**src/rtl/stack_cmp_unit.sv**
```systemverilog
// Operand-stack compare unit: pushes constants, pops operands for i32/i64 eqz/eq/ne/lt_s/lt_u, pushes 0/1.
// Define STACK_CMP_SIGNED_EN to execute 0x48/0x53 (signed lt); otherwise those opcodes trap as invalid.
module stack_cmp_unit #(
  parameter int unsigned WIDTH = 64,
  parameter int unsigned DEPTH = 16
) (
  input  logic             clk,
  input  logic             reset,
  input  logic             push_valid,
  input  logic [WIDTH-1:0] push_data,
  input  logic             op_valid,
  input  logic [7:0]       opcode,
  output logic             ready,
  output logic [WIDTH-1:0] result,
  output logic             result_empty,
  output logic [2:0]       trap
);
  localparam int unsigned AW  = $clog2(DEPTH);
  localparam int unsigned SPW = AW + 1;

  typedef enum logic [1:0] {S_IDLE, S_POP_B, S_POP_A, S_EXEC} state_e;
  typedef enum logic [2:0] {
    TRAP_NONE  = 3'd0,
    TRAP_UNDER = 3'd1,
    TRAP_OVER  = 3'd2,
    TRAP_INV   = 3'd3
  } trap_e;
  typedef enum logic [2:0] {OP_EQZ, OP_EQ, OP_NE, OP_LTS, OP_LTU} kind_e;

  logic [WIDTH-1:0] mem [DEPTH];

  state_e           state_q, state_d;
  trap_e            trap_q, trap_d;
  logic [SPW-1:0]   sp_q, sp_d;
  logic [WIDTH-1:0] top_q, top_d;
  logic [WIDTH-1:0] a_q, a_d, b_q, b_d;
  kind_e            kind_q, kind_d;
  logic             w64_q, w64_d;

  logic             wr_en;
  logic [AW-1:0]    wr_idx, rd_idx;
  logic [WIDTH-1:0] wr_data, rd_data;
  logic [SPW-1:0]   sp_m1, sp_m2;

  logic             op_ok, op_w64;
  kind_e            op_kind;
  logic [63:0]      a_x, b_x;
  logic             res;
  logic [WIDTH-1:0] res_word;

  assign sp_m1   = sp_q - SPW'(1);
  assign sp_m2   = sp_q - SPW'(2);
  assign rd_data = mem[rd_idx];

  always_comb begin
    op_ok   = 1'b1;
    op_w64  = opcode[4];
    op_kind = OP_EQZ;
    case (opcode)
      8'h45, 8'h50: op_kind = OP_EQZ;
      8'h46, 8'h51: op_kind = OP_EQ;
      8'h47, 8'h52: op_kind = OP_NE;
      8'h48, 8'h53: op_kind = OP_LTS;
      8'h49, 8'h54: op_kind = OP_LTU;
      default:      op_ok   = 1'b0;
    endcase
    if (op_w64 && (WIDTH == 32)) op_ok = 1'b0;
`ifndef STACK_CMP_SIGNED_EN
    if (op_kind == OP_LTS) op_ok = 1'b0;
`endif
  end

  // i32 operands are sign-extended to 64 bits: this keeps both signed and
  // unsigned ordering of the low words, so one 64-bit comparator serves both.
  always_comb begin
    a_x = 64'(a_q);
    b_x = 64'(b_q);
    if (!w64_q) begin
      a_x = {{32{a_q[31]}}, a_q[31:0]};
      b_x = {{32{b_q[31]}}, b_q[31:0]};
    end
    res = 1'b0;
    case (kind_q)
      OP_EQZ:  res = (a_x == '0);
      OP_EQ:   res = (a_x == b_x);
      OP_NE:   res = (a_x != b_x);
      OP_LTU:  res = (a_x < b_x);
`ifdef STACK_CMP_SIGNED_EN
      OP_LTS:  res = ($signed(a_x) < $signed(b_x));
`endif
      default: res = 1'b0;
    endcase
  end

  assign res_word = {{(WIDTH-1){1'b0}}, res};

  always_comb begin
    state_d = state_q;
    trap_d  = trap_q;
    sp_d    = sp_q;
    top_d   = top_q;
    a_d     = a_q;
    b_d     = b_q;
    kind_d  = kind_q;
    w64_d   = w64_q;
    wr_en   = 1'b0;
    wr_idx  = sp_q[AW-1:0];
    wr_data = push_data;
    rd_idx  = sp_m1[AW-1:0];
    case (state_q)
      S_IDLE: begin
        if (trap_q == TRAP_NONE) begin
          if (push_valid) begin
            if (sp_q == SPW'(DEPTH)) begin
              trap_d = TRAP_OVER;
            end else begin
              wr_en = 1'b1;
              sp_d  = sp_q + SPW'(1);
              top_d = push_data;
            end
          end else if (op_valid) begin
            kind_d = op_kind;
            w64_d  = op_w64;
            if (!op_ok)                     trap_d  = TRAP_INV;
            else if (op_kind == OP_EQZ) begin
              if (sp_q == '0)               trap_d  = TRAP_UNDER;
              else                          state_d = S_POP_A;
            end else if (sp_q < SPW'(2))    trap_d  = TRAP_UNDER;
            else                            state_d = S_POP_B;
          end
        end
      end
      S_POP_B: begin
        rd_idx  = sp_m1[AW-1:0];
        b_d     = rd_data;
        state_d = S_POP_A;
      end
      S_POP_A: begin
        rd_idx  = (kind_q == OP_EQZ) ? sp_m1[AW-1:0] : sp_m2[AW-1:0];
        a_d     = rd_data;
        state_d = S_EXEC;
      end
      S_EXEC: begin
        wr_en   = 1'b1;
        wr_data = res_word;
        top_d   = res_word;
        if (kind_q == OP_EQZ) begin
          wr_idx = sp_m1[AW-1:0];
        end else begin
          wr_idx = sp_m2[AW-1:0];
          sp_d   = sp_m1;
        end
        state_d = S_IDLE;
      end
    endcase
  end

  always_ff @(posedge clk) begin
    if (!reset) begin
      state_q <= S_IDLE;
      trap_q  <= TRAP_NONE;
      sp_q    <= '0;
      top_q   <= '0;
      a_q     <= '0;
      b_q     <= '0;
      kind_q  <= OP_EQZ;
      w64_q   <= 1'b0;
    end else begin
      state_q <= state_d;
      trap_q  <= trap_d;
      sp_q    <= sp_d;
      top_q   <= top_d;
      a_q     <= a_d;
      b_q     <= b_d;
      kind_q  <= kind_d;
      w64_q   <= w64_d;
    end
  end

  always_ff @(posedge clk) begin
    if (reset && wr_en) mem[wr_idx] <= wr_data;
  end

  assign ready        = (state_q == S_IDLE) && (trap_q == TRAP_NONE);
  assign result_empty = (sp_q == '0);
  assign result       = result_empty ? '0 : top_q;
  assign trap         = trap_q;
endmodule

```
**config.mk**
```make
export PLATFORM = sky130hd
export DESIGN_NAME = stack_cmp_unit
export DESIGN_NICKNAME = d
export VERILOG_FILES = /design/src/rtl/stack_cmp_unit.sv
export SDC_FILE = /design/constraint.sdc
export NUM_CORES = 2
export LEC_CHECK = 0
export BUFFER_PORTS_ARGS = -buffer_cell sky130_fd_sc_hd__buf_2
export CORE_MARGIN = 3
export CORE_UTILIZATION = 42
export CTS_CLUSTER_DIAMETER = 40
export CTS_CLUSTER_SIZE = 28
export DETAILED_ROUTE_END_ITERATION = 10
export PLACE_DENSITY_LB_ADDON = 0.05
export SLEW_MARGIN = 20
export SYNTH_ARGS = -nofsm -noshare
export SYNTH_HDL_FRONTEND = slang
export SYNTH_SLANG_ARGS = --single-unit
```
**constraint.sdc**
```tcl
create_clock -name clk -period 6.5 [get_ports clk]
set_input_delay 0.65 -clock clk [delete_from_list [all_inputs] [get_ports clk]]
set_output_delay 0.65 -clock clk [all_outputs]
set_load 0.01 [all_outputs]
```
==> metrics <==
Non-Filler Instances=6,066; Setup Buffers After CTS=0; DR iter-0 viols=3,297; R2R setup slack=2.02 ns; syn avg cell area=12.1 sq um; register bit total from synthesis=1,229; first-pass GRT wire length=224,000 um; setup TNS=0 ns; Post-Synth XOR/XNOR Area=0.223%; Leakage=0.0205 uW; status=completed; wire length per cell=25.1 um; DIE HEIGHT=354 um; Site Rows=127; Area Growth Syn to Fin=16.9%; nets=4,448; period utilisation layout=69.0%; worst-case clock buffer depth=3; post-synth net total=4,361; fin crit period=4.48 ns; synthesized cell area=51,000 sq um; sequential fraction of the synthesis area=68.4%; CP peak stage delay=0.86 ns; Core Area=120,000 sq um; Post-DP Area=53,600 sq um; max_cap viols=0; post-synthesis adder-cell area fraction=1.84%; RSZ-0062 raised after global routing=false; largest family of logic cells by synthesized area=simple AND/OR/NAND/NOR gates; post-route ant nets=0; Main synth FF type=edfxtp_1; number of global-route vias before repair=33.2k; Global Route Usage Sum=23.9%; clock buffer count from CTS=171; cts repair resizes=0; DIE WIDTH=354 um; clock root buffer=clkbuf_16; # DRC=0; Max Fclk=0.223 GHz; via count=34.4k; peak supply drop=0.000328 V; power per cell area=372 nW/um^2; Hold Buf Count CTS=0; pin count of the biggest net entering global routing=174; die area=126,000 sq um; min-delay worst type=primary input to flop; commonest cells after routing, fill and taps aside=edfxtp_1 (1,024), nand2_1 (858), nand3_1 (328), o21ai_0 (214), dfxtp_1 (203); DP Wirelength=80,000 um; Core Util, Final=49.6%; antenna violations before repair=10; CTS HTree Levels=4; Setup violations, final=0; drt total wl=152,000 um; Critical R2R Launch=sp_q[0]; yosys warns=0; Worst Max-Slew Pin Slew=1.18 ns; crit end category=flop; placed cells=5,736; Worst-Skew Late Latency=0.79 ns; drt pass-1 iters=6; post-synth cell types=59; post-synthesis compound-gate area fraction=9.49%; layout cell share with drive strength beyond 1=13.3%; Critical Path RT=6.91 ns; worst rel slew slack=21.4%; post-synthesis mux area share=1.34%; Via-to-Cell Ratio=5.67; Hold Path Depth=3; Worst Skew=0.0252 ns; final instance area=59,600 sq um; critical-path cell list=inv_1 > ha_1 > o21ai_0 > a211oi_1 > nand2_1 > nor2_4 > buf_4; global route total overflow=0; clock-pin transition on the worst setup and hold timing paths=0.06 ns; worst r2r path cells=7; layout filler cell count=10.7k; gpl congestion=0.795; asr flop ratio synth=0%; Hold Crit Endpoint=w64_q; Synth Instances=4,211; TritonCTS clock tree=yes; CP Class=flop to flop; IO buf count=143; commonest non-fill, non-tap cell in the layout=edfxtp_1; Simple-Gate Fraction of Synth Area=15.8%; HP Start=opcode[4]; EDFF count, synth=1,024; crit path max fanout=56; max-slew violations=0; Final Hold Violating Endpoints=0; arrival time at the worst endpoint=4.89 ns; crit start category=flop; R2R Path End=mem[12][22]; IO Pins=145; slowest CP cell=dfxtp_4; Num Clock Sinks=1,229; initial core utilization=42.4%
==> per-layer routing <==
metal  GRT usage, %  wire length, um  vias to the layer above
li1               -                -                    15885
met5              0                0                        -
met4           7.25             3840                        0
met3           3.73             9070                      219
met2           37.2            69600                     1052
met1           34.6            69600                    17256
==> area by class of cell <==
class | count | area [sq um] | share of cell area (%)
diodes | 5 | 12.5 | 0.0210
repair buffers | 229 | 1680 | 2.82
clock inverters | 131 | 1390 | 2.34
clock buffers | 193 | 4510 | 7.56
inverters | 44 | 165 | 0.277
flip-flops and latches | 1229 | 34900 | 58.5
well taps | 1612 | 2020 | 3.38
multi-input cells | 2623 | 15000 | 25.1
==> stage by stage <==
step	total power (uW)	setup slack, ns	hold slack (ns)
2_1_floorplan	11300	1.31	0.485
3_3_place_gp	12800	2.00	0.499
3_5_place_dp	12800	2.01	0.506
4_1_cts	22400	1.77	0.204
5_1_grt	23100	1.78	0.256
6_report	22200	2.02	0.265
==> cell families after synthesis <==
kind of cell             Yosys count
AO/OA/AOI/OAI                    778
XOR/XNOR                          10
adder cells (fa/ha/maj)           75
buffers and inverters            359
flip-flops                      1229
multiplexers                      68
other                              1
AND/OR/NAND/NOR                 1691
==> how the worst max path moves through the flow <==
stage	start	endpoint	slack, ns	cells past startpoint
2_1_floorplan	state_q[0]	mem[7][0]	1.31	10
3_3_place_gp	sp_q[0]	mem[12][25]	2.00	7
3_5_place_dp	sp_q[0]	mem[12][25]	2.01	7
4_1_cts	sp_q[0]	result[0]	1.77	7
5_1_grt	w64_q	mem[7][0]	1.78	11
6_report	sp_q[0]	mem[12][22]	2.02	7
==> state kept, by name (all words and copies together) (netlist names) <==
register	flops
a_q	64
b_q	64
kind_q	3
mem	1024
sp_q	5
state_q	2
top_q	64
trap	2
w64_q	1
==> cells in the mapped netlist, types with 3 or more instances <==
cell      count  share of area (%)
a211oi_1      5              0.074
a21o_1       13               0.19
a21oi_1     195                1.9
a31oi_1      67               0.82
a32oi_1      64                1.1
and2_1        3              0.037
buf_1        22               0.16
buf_2        96               0.94
buf_4         8               0.12
clkbuf_1    189                1.4
dfxtp_1     205                8.1
edfxtp_1   1024                 60
ha_1         74                1.8
inv_1        44               0.32
mux2i_1      68                1.3
nand2_1     860                6.3
nand2b_1      6              0.074
nand3_1     329                3.2
nand4_1     149                1.8
nor2_1       29               0.21
nor2b_1     201                2.5
nor3_1        7              0.069
nor3b_1      67               0.99
nor4_1       18               0.22
nor4b_1       4              0.069
o211ai_1      5              0.074
o21a_1       66               0.97
o21ai_0     214                2.1
o21bai_1      3              0.044
o221ai_1     65                1.1
o22ai_1      65               0.80
o31ai_1       3              0.044
or3_1         7              0.086
xnor2_1       3              0.052
xor2_1        5              0.086
==> critical path, delay by kind of cell (launching register included) <==
family	cells	cell delay (ns)
and+or+nand+nor	2	1.11
buffers and inverters	2	0.96
adders and majority gates	1	0.59
DFF	1	0.86
AOI/OAI and AO/OA	2	0.57
==> power breakdown <==
group	total (uW)	internal, uW	switching [uW]
clock network	9500	5750	3760
registers	8870	8740	129
logic	3810	1160	2650
total	22200	15600	6540
Note: power is estimated with default switching activity, not from simulation.
